<file path="src/rtl/imem_port_arbiter_if.sv">
// Bus bundle between the fetch/loader requesters, the arbiter and the instruction memory.
// The master side is the requesters plus the memory; the slave side is the arbiter.
interface imem_port_arbiter_if;
  localparam int unsigned AW = 10;
  localparam int unsigned DW = 32;

  logic          f_req;
  logic [AW-1:0] f_addr;
  logic          f_gnt;
  logic          f_rvalid;
  logic [DW-1:0] f_rdata;

  logic          l_req;
  logic          l_we;
  logic [AW-1:0] l_addr;
  logic [DW-1:0] l_wdata;
  logic          l_gnt;
  logic          l_rvalid;
  logic [DW-1:0] l_rdata;

  logic          mem_en;
  logic          mem_we;
  logic [AW-1:0] mem_addr;
  logic [DW-1:0] mem_wdata;
  logic [DW-1:0] mem_rdata;

  logic          fetch_stall;

  modport master (
    output f_req, f_addr, l_req, l_we, l_addr, l_wdata, mem_rdata,
    input  f_gnt, f_rvalid, f_rdata, l_gnt, l_rvalid, l_rdata,
    input  mem_en, mem_we, mem_addr, mem_wdata, fetch_stall
  );

  modport slave (
    input  f_req, f_addr, l_req, l_we, l_addr, l_wdata, mem_rdata,
    output f_gnt, f_rvalid, f_rdata, l_gnt, l_rvalid, l_rdata,
    output mem_en, mem_we, mem_addr, mem_wdata, fetch_stall
  );
endinterface

</file>
<file path="src/rtl/imem_port_arbiter.sv">
// Single-port instruction memory arbiter: fetch has priority, the loader is
// guaranteed a slot after STARVE_LIMIT consecutive fetch wins while it waits.
module imem_port_arbiter #(
  parameter int unsigned STARVE_LIMIT = 4
) (
  input  logic                  clk,
  input  logic                  reset,
  imem_port_arbiter_if.slave    bus
);
  localparam int unsigned AW    = 10;
  localparam int unsigned DW    = 32;
  localparam int unsigned CLOGW = $clog2(STARVE_LIMIT + 1);
  localparam int unsigned CNT_W = (CLOGW > 3) ? CLOGW : 3;
  localparam logic [CNT_W-1:0] CNT_MAX = CNT_W'(STARVE_LIMIT);

  typedef enum logic {OWN_FETCH, OWN_LOADER} owner_e;

  logic [CNT_W-1:0] r_cnt;
  logic             r_pend;
  owner_e           r_owner;
  logic [DW-1:0]    r_f_hold;
  logic [DW-1:0]    r_l_hold;

  logic             w_force;
  logic             w_f_gnt;
  logic             w_l_gnt;
  logic             w_f_rvalid;
  logic             w_l_rvalid;
  logic             w_mem_we;
  logic [AW-1:0]    w_mem_addr;
  logic [DW-1:0]    w_mem_wdata;

  // Grant decision; everything is suppressed while reset is held.
  always_comb begin
    w_force     = 1'b0;
    w_f_gnt     = 1'b0;
    w_l_gnt     = 1'b0;
    w_mem_we    = 1'b0;
    w_mem_addr  = '0;
    w_mem_wdata = '0;
    if (!reset) begin
      w_force = bus.l_req && (r_cnt == CNT_MAX);
      w_f_gnt = bus.f_req && !w_force;
      w_l_gnt = bus.l_req && !w_f_gnt;
      if (w_f_gnt) begin
        w_mem_addr = bus.f_addr;
      end else if (w_l_gnt) begin
        w_mem_addr = bus.l_addr;
        w_mem_we   = bus.l_we;
        if (bus.l_we) begin
          w_mem_wdata = bus.l_wdata;
        end
      end
    end
  end

  // Consecutive fetch wins while the loader waits; saturates at the limit.
  always_ff @(posedge clk) begin
    if (reset) begin
      r_cnt <= '0;
    end else if (w_l_gnt || !bus.l_req) begin
      r_cnt <= '0;
    end else if (w_f_gnt && (r_cnt != CNT_MAX)) begin
      r_cnt <= r_cnt + CNT_W'(1);
    end
  end

  // Read-owner tracking and hold registers for the returned data.
  always_ff @(posedge clk) begin
    if (reset) begin
      r_pend   <= 1'b0;
      r_owner  <= OWN_FETCH;
      r_f_hold <= '0;
      r_l_hold <= '0;
    end else begin
      r_pend  <= w_f_gnt || (w_l_gnt && !bus.l_we);
      r_owner <= w_l_gnt ? OWN_LOADER : OWN_FETCH;
      if (w_f_rvalid) begin
        r_f_hold <= bus.mem_rdata;
      end
      if (w_l_rvalid) begin
        r_l_hold <= bus.mem_rdata;
      end
    end
  end

  assign w_f_rvalid = !reset && r_pend && (r_owner == OWN_FETCH);
  assign w_l_rvalid = !reset && r_pend && (r_owner == OWN_LOADER);

  assign bus.f_gnt       = w_f_gnt;
  assign bus.l_gnt       = w_l_gnt;
  assign bus.f_rvalid    = w_f_rvalid;
  assign bus.l_rvalid    = w_l_rvalid;
  assign bus.f_rdata     = reset ? '0 : (w_f_rvalid ? bus.mem_rdata : r_f_hold);
  assign bus.l_rdata     = reset ? '0 : (w_l_rvalid ? bus.mem_rdata : r_l_hold);
  assign bus.mem_en      = w_f_gnt || w_l_gnt;
  assign bus.mem_we      = w_mem_we;
  assign bus.mem_addr    = w_mem_addr;
  assign bus.mem_wdata   = w_mem_wdata;
  assign bus.fetch_stall = !reset && bus.f_req && !w_f_gnt;
endmodule

</file>
<file path="src/flat_wrapper.sv">
// flat-port wrapper written by rule: the top's interface ports become plain ports
module imem_port_arbiter_flat 
#(
  parameter int unsigned STARVE_LIMIT = 4
)
  (clk, reset, bus_f_req, bus_f_addr, bus_l_req, bus_l_we, bus_l_addr, bus_l_wdata, bus_mem_rdata, bus_f_gnt, bus_f_rvalid, bus_f_rdata, bus_l_gnt, bus_l_rvalid, bus_l_rdata, bus_mem_en, bus_mem_we, bus_mem_addr, bus_mem_wdata, bus_fetch_stall);
  imem_port_arbiter_if bus_i ();
  input  logic clk;
  input  logic reset;
  input wire logic [$bits(bus_i.f_req)-1:0] bus_f_req;
  input wire logic [$bits(bus_i.f_addr)-1:0] bus_f_addr;
  input wire logic [$bits(bus_i.l_req)-1:0] bus_l_req;
  input wire logic [$bits(bus_i.l_we)-1:0] bus_l_we;
  input wire logic [$bits(bus_i.l_addr)-1:0] bus_l_addr;
  input wire logic [$bits(bus_i.l_wdata)-1:0] bus_l_wdata;
  input wire logic [$bits(bus_i.mem_rdata)-1:0] bus_mem_rdata;
  output wire logic [$bits(bus_i.f_gnt)-1:0] bus_f_gnt;
  output wire logic [$bits(bus_i.f_rvalid)-1:0] bus_f_rvalid;
  output wire logic [$bits(bus_i.f_rdata)-1:0] bus_f_rdata;
  output wire logic [$bits(bus_i.l_gnt)-1:0] bus_l_gnt;
  output wire logic [$bits(bus_i.l_rvalid)-1:0] bus_l_rvalid;
  output wire logic [$bits(bus_i.l_rdata)-1:0] bus_l_rdata;
  output wire logic [$bits(bus_i.mem_en)-1:0] bus_mem_en;
  output wire logic [$bits(bus_i.mem_we)-1:0] bus_mem_we;
  output wire logic [$bits(bus_i.mem_addr)-1:0] bus_mem_addr;
  output wire logic [$bits(bus_i.mem_wdata)-1:0] bus_mem_wdata;
  output wire logic [$bits(bus_i.fetch_stall)-1:0] bus_fetch_stall;
  assign bus_i.f_req = bus_f_req;
  assign bus_i.f_addr = bus_f_addr;
  assign bus_i.l_req = bus_l_req;
  assign bus_i.l_we = bus_l_we;
  assign bus_i.l_addr = bus_l_addr;
  assign bus_i.l_wdata = bus_l_wdata;
  assign bus_i.mem_rdata = bus_mem_rdata;
  assign bus_f_gnt = bus_i.f_gnt;
  assign bus_f_rvalid = bus_i.f_rvalid;
  assign bus_f_rdata = bus_i.f_rdata;
  assign bus_l_gnt = bus_i.l_gnt;
  assign bus_l_rvalid = bus_i.l_rvalid;
  assign bus_l_rdata = bus_i.l_rdata;
  assign bus_mem_en = bus_i.mem_en;
  assign bus_mem_we = bus_i.mem_we;
  assign bus_mem_addr = bus_i.mem_addr;
  assign bus_mem_wdata = bus_i.mem_wdata;
  assign bus_fetch_stall = bus_i.fetch_stall;
  imem_port_arbiter #(.STARVE_LIMIT(STARVE_LIMIT)) u_core (.clk(clk), .reset(reset), .bus(bus_i));
endmodule
</file>
<file path="config.mk">
export PLATFORM = sky130hd
export DESIGN_NAME = imem_port_arbiter_flat
export DESIGN_NICKNAME = d
export VERILOG_FILES = /design/src/rtl/imem_port_arbiter_if.sv /design/src/rtl/imem_port_arbiter.sv /design/src/flat_wrapper.sv
export SDC_FILE = /design/constraint.sdc
export NUM_CORES = 1
export LEC_CHECK = 0
export BUFFER_PORTS_ARGS = -buffer_cell sky130_fd_sc_hd__buf_4
export CAP_MARGIN = 20
export CORE_MARGIN = 1.5
export CORE_UTILIZATION = 45
export CTS_BUF_LIST = sky130_fd_sc_hd__clkbuf_2
export DETAILED_ROUTE_END_ITERATION = 10
export GPL_TIMING_DRIVEN = 0
export PLACE_DENSITY = 0.83
export SLEW_MARGIN = 20
export SYNTH_ARGS = -nofsm -noshare
export SYNTH_HDL_FRONTEND = slang
export SYNTH_SLANG_ARGS = --single-unit
</file>
<file path="constraint.sdc">
create_clock -name clk -period 1.6 [get_ports clk]
set_input_delay 0.08 -clock clk [delete_from_list [all_inputs] [get_ports clk]]
set_output_delay 0.08 -clock clk [all_outputs]
set_load 0.01 [all_outputs]
</file>
Word level (Yosys, flattened, before mapping)

Cells that the tools add are included.

Input port bits: 89
Bits in writable memories: 0
Memories kept: 0
Bits in latches: 0
Output and inout bits: 113
Bits in registers: 69
Memory bits (read-only): 0
Logic and storage cells: 46

Divide/modulo/power cells: 0
$add $sub $neg: 1
Eq/ne operators: 2
Shift operators: 0
Order comparisons: 0
Multiply operators: 0
Mux-type cells: 17
Reductions and logical operators: 20
Bitwise logic cells: 1

Operators with widths:

| operator              | number |
|---|---|
| $mux W32              | 8 |
| $mux W10              | 3 |
| $logic_and A1 B1 Y1   | 10 |
| $logic_not A1 Y1      | 6 |
| $mux W1               | 6 |
| $add A3 B1 Y3 const B | 1 |
| $eq A3 B3 Y1 const B  | 1 |
| $logic_or A1 B1 Y1    | 3 |
| $ne A3 B3 Y1 const B  | 1 |
| $reduce_or A2 Y1      | 1 |
| $not A1 Y1            | 1 |

Logic depth before layout (Yosys ltp)

Word-level depth: 9
Mapped depth: 6
Mapped depth without buffers: 4

Worst setup path after synthesis

Ideal clock, no wire load.

Path kind: reg2reg
From: register u_core.r_pend
To: register u_core.r_f_hold[25]
Arrival time: 1.259 ns
Stages on the path, launching flop included: 4
Required time: 1.455 ns
Setup time: 0.145 ns
Path slack: 0.197 ns
Buffers on the path: 1
Period minus slack after synthesis: 1.403 ns
Cell sequence: dfxtp_1 > nor3b_4 > buf_6 > mux2_1

Word-level cells in the longest chain between the ends: 4

RTL lines:

| item                             | line                    | RTL |
|---|---|---|
| start, declared                  | imem_port_arbiter.sv:19 | `logic r_pend;` |
| start signal, assigned           | imem_port_arbiter.sv:76 | `r_pend <= w_f_gnt \|\| (w_l_gnt && !bus.l_we);` |
| $logic_and A1 B1 Y1 (2 in a row) | imem_port_arbiter.sv:87 | `assign w_f_rvalid = !reset && r_pend && (r_owner == OWN_FETCH);` |
| net bus_f_rvalid                 | flat_wrapper.sv:18      | `output wire logic [$bits(bus_i.f_rvalid)-1:0] bus_f_rvalid;` |
| $mux W32 (2 in a row)            | --                      |  |
| net bus_f_rdata[25]              | flat_wrapper.sv:19      | `output wire logic [$bits(bus_i.f_rdata)-1:0] bus_f_rdata;` |
| end signal, assigned             | imem_port_arbiter.sv:79 | `r_f_hold <= bus.mem_rdata;` |
| end, declared                    | imem_port_arbiter.sv:21 | `logic [DW-1:0] r_f_hold;` |

The timed path passes the listed nets, and every way through them passes these cells.
A chain may end at the register's enable or synchronous reset.

Final worst setup path

From: register u_core.r_cnt[0]
To: output bus_mem_wdata[15]

Word-level cells in the longest chain between the ends: 9

RTL lines:

| item                   | line                    | RTL |
|---|---|---|
| start, declared        | imem_port_arbiter.sv:18 | `logic [CNT_W-1:0] r_cnt;` |
| start signal, assigned | imem_port_arbiter.sv:64 | `r_cnt <= r_cnt + CNT_W'(1);` |
| $eq A3 B3 Y1 *         | imem_port_arbiter.sv:42 | `w_force = bus.l_req && (r_cnt == CNT_MAX);` |
| $logic_and A1 B1 Y1 *  | imem_port_arbiter.sv:42 |  |
| $logic_not A1 Y1 *     | imem_port_arbiter.sv:43 | `w_f_gnt = bus.f_req && !w_force;` |
| $logic_and A1 B1 Y1 *  | imem_port_arbiter.sv:43 |  |
| $logic_not A1 Y1       | imem_port_arbiter.sv:44 | `w_l_gnt = bus.l_req && !w_f_gnt;` |
| $logic_and A1 B1 Y1    | imem_port_arbiter.sv:44 |  |
| $mux W32               | imem_port_arbiter.sv:47 | `end else if (w_l_gnt) begin` |
| $mux W32 *             | imem_port_arbiter.sv:45 | `if (w_f_gnt) begin` |
| $mux W32 *             | imem_port_arbiter.sv:41 | `if (!reset) begin` |
| end, declared          | flat_wrapper.sv:26      | `output wire logic [$bits(bus_i.mem_wdata)-1:0] bus_mem_wdata;` |

Mark *: on every way between the ends. The rest lies on a longest branch, timed or not.

==> reports/results.tsv <==
metric	value	unit
fillers	101	
H-tree depth	3	
top cells by area, synth	dfxtp_1, mux2_2, nor2b_1	
vias in the first global route	4081	
Critical path origin	u_core.r_cnt[0]$_SDFFE_PP0P_	
Initial DRC Count	311	
Min Hold Slack	0.165	ns
Slew @ Worst Pin	0.604	ns
Cell Area, Synth	3360	sq um
# Max-Cap Violations	0	
arrival time at the worst endpoint	2.06	ns
gp weighted congestion	0.861	
Worst VDD drop	944	uV
CTS tree	built	
via count	4404	
worst hold path type	input port to flop	
PnR worst setup slack	-0.541	ns
R2R cell count	7	
Reg2Reg Setup Slack	0	ns
Final HPWL DP	7490	microns
met3 WL	2580	microns
Netlist cell types	23	
Power Total	4.17	mW
Core ar.	7250	sq um
die height	89.5	microns
Post-synth EDFFs	0	
Slew HR	0.597	
Static Leak	3.31	nW
Worst Skew	0.0459	ns
post-route cell area	7070	sq um
Top FF cell, synth	dfxtp_1	
Fmax	467	MHz
Hold Violations, Final	0	
Critical R2R Launch	u_core.r_pend$_SDFF_PP0_	
Power Density	590	nW/um^2
clk_lat worst skew	0.53	ns
share of the synthesized area in the top cell type	0.411	
Post-Route WL	20600	microns
Setup crit end	bus_mem_wdata[15]	
Critical Path Start Type	flop	
status	finished with violations	
worst-path fanout max	5	
post-place instance area	4980	sq um
register clock-pin slew on the reported worst setup and hold paths	0.21	ns
PortBufs	199	
global route total overflow	0	
syn_nets	440	
Ports	202	
fin crit period	2.14	ns
FF+latch area	1390	sq um
drt drc	0	
Longest Clk Path Bufs	2	
1st-pass router iterations	6	
RSZ-0062 raised after global routing	yes	
Cells after Synth	349	
root buffer cell	clkbuf_2	
Yosys reg bits	69	
layout cells sized above 1	0.619	
sequential cell area fraction in the yosys report	0.411	
most common cell in the netlist	dfxtp_1	
largest net degree at the start of global routing	12	
crit path capture type	output pin	
DR WL/cell	28.0	microns
leading area contributor after synthesis	dfxtp_1	
wire length on met1	6900	microns
Tcrit/Tclk final	1.34	
Area growth syn-to-layout	110	%
initial antenna violation count	0	
first-pass GRT wire length	21700	microns
Pins Over Slew Limit	0	
fin util	0.974	
pre-CTS setup slack	-0.132	ns
worst setup path class	flop to output pin	
Total Routing Usage GR	0.371	
die area	8000	sq um
Starting Density	0.464	
area of the multi-input gates	2460	sq um
CTS sink cnt	69	
placed cells	647	
endpoints failing setup	113	
uppermost layer routed	met4	
Synth Area per Inst	9.64	sq um
Critical R2R Capture	u_core.r_l_hold[4]$_DFF_P_	
Horiz. Die Dim	89.5	microns
nets@finish	724	
yosys warns	0	
failing checks	negative setup slack	
site row count	31	
Async SR Flop Fraction	0	
Final ANT Viol Nets	0	
met2 routed WL	9640	microns
final std cells w/o fill	736	
total CTS buffers	9	
TNS Setup	-42.12	ns
Ant. Diodes	0	
synth cell count leaders	dfxtp_1, mux2_2, nor2b_1, nand2_1, nor3_1	
Worst Path Required	1.52	ns
Avg Vias per Cell	5.98	
[power by group]
part	internal, mW	switching, mW	leakage [nW]	total (mW)
logic	0.697	0.599	2.68	1.30
clock network	0.337	0.703	0.0626	1.04
registers	1.80	0.0358	0.564	1.83
total	2.83	1.34	3.31	4.17
[worst max-delay path, stage by stage, from the launching register on]
cell and delay [ns]:
dfxtp_2 0.37, inv_2 0.08, ha_4 0.16, a21boi_4 0.07, buf_6 0.15, buf_6 0.13, buf_12 0.12, buf_8 0.13
nor3_2 0.18, buf_4 0.17
[sequential cells by signal, indices dropped and copies added, names as in the netlist]
signal and flops:
u_core.r_cnt 3, u_core.r_f_hold 32, u_core.r_l_hold 32, u_core.r_owner 1, u_core.r_pend 1
[cells in the final DEF (no fill, tap or decap), drive strengths merged]
cell type,netlist,routed
nor2b,59,59
nand2b,3,3
o22ai,11,11
a21oi,1,1
ha,2,2
clkinvlp,0,1
and2b,5,5
inv,4,4
buf,19,257
nand2,33,33
mux2,64,64
nor3,32,32
a21boi,1,1
dlygate4sd3,0,34
clkinv,0,4
nor2,6,6
or3b,1,1
nor3b,4,4
nand3b,22,22
and3,1,1
dfxtp,69,69
clkbuf,12,22
bufinv,0,1
[routing by layer]
| metal | track usage | vias to the layer above |
|---|---|---|
| met5 | 0 | - |
| met4 | 0.238 | 0 |
| met3 | 0.163 | 135 |
| met2 | 0.629 | 442 |
| met1 | 0.371 | 2081 |
| li1 | - | 1746 |
[final cells by class]
cell class	instances	share of cell area
buffer	30	0.0397
clock buffer	9	0.00638
clock inverter	6	0.00779
inverter	4	0.00213
multi-input combinational	245	0.349
sequential	69	0.197
tap	99	0.0175
timing repair buffer	274	0.381
[worst min-delay path by stage]
stage	start	endpoint	slack [ns]	cells past startpoint
2_1_floorplan	bus_f_req	u_core.r_pend$_SDFF_PP0_	0.26	2
3_3_place_gp	bus_mem_rdata[3]	u_core.r_l_hold[3]$_DFF_P_	0.32	2
3_5_place_dp	bus_mem_rdata[4]	u_core.r_f_hold[4]$_DFF_P_	0.34	2
4_1_cts	reset	u_core.r_l_hold[31]$_DFF_P_	0.10	4
5_1_grt	reset	u_core.r_l_hold[1]$_DFF_P_	0.13	4
6_report	reset	u_core.r_l_hold[3]$_DFF_P_	0.16	4
[cell families after synthesis]
logic type,count (synthesis),synth area share
flops,69,0.411
fa+ha+maj,2,0.00744
mux,64,0.214
buf+inv,35,0.0554
simple gates,166,0.287
compound gates,13,0.0253
[repair_timing]
item / CTS / global route
setup buffers: 21 / 13
hold endpoints to repair: 68 / 0
gates cloned: 8 / 1
setup endpoints to repair: 112 / 111
hold buffers: 34 / 0
pin swaps: 42 / 10
resized for setup: 176 / 124
No activity file was read; power rests on OpenSTA's default activity.
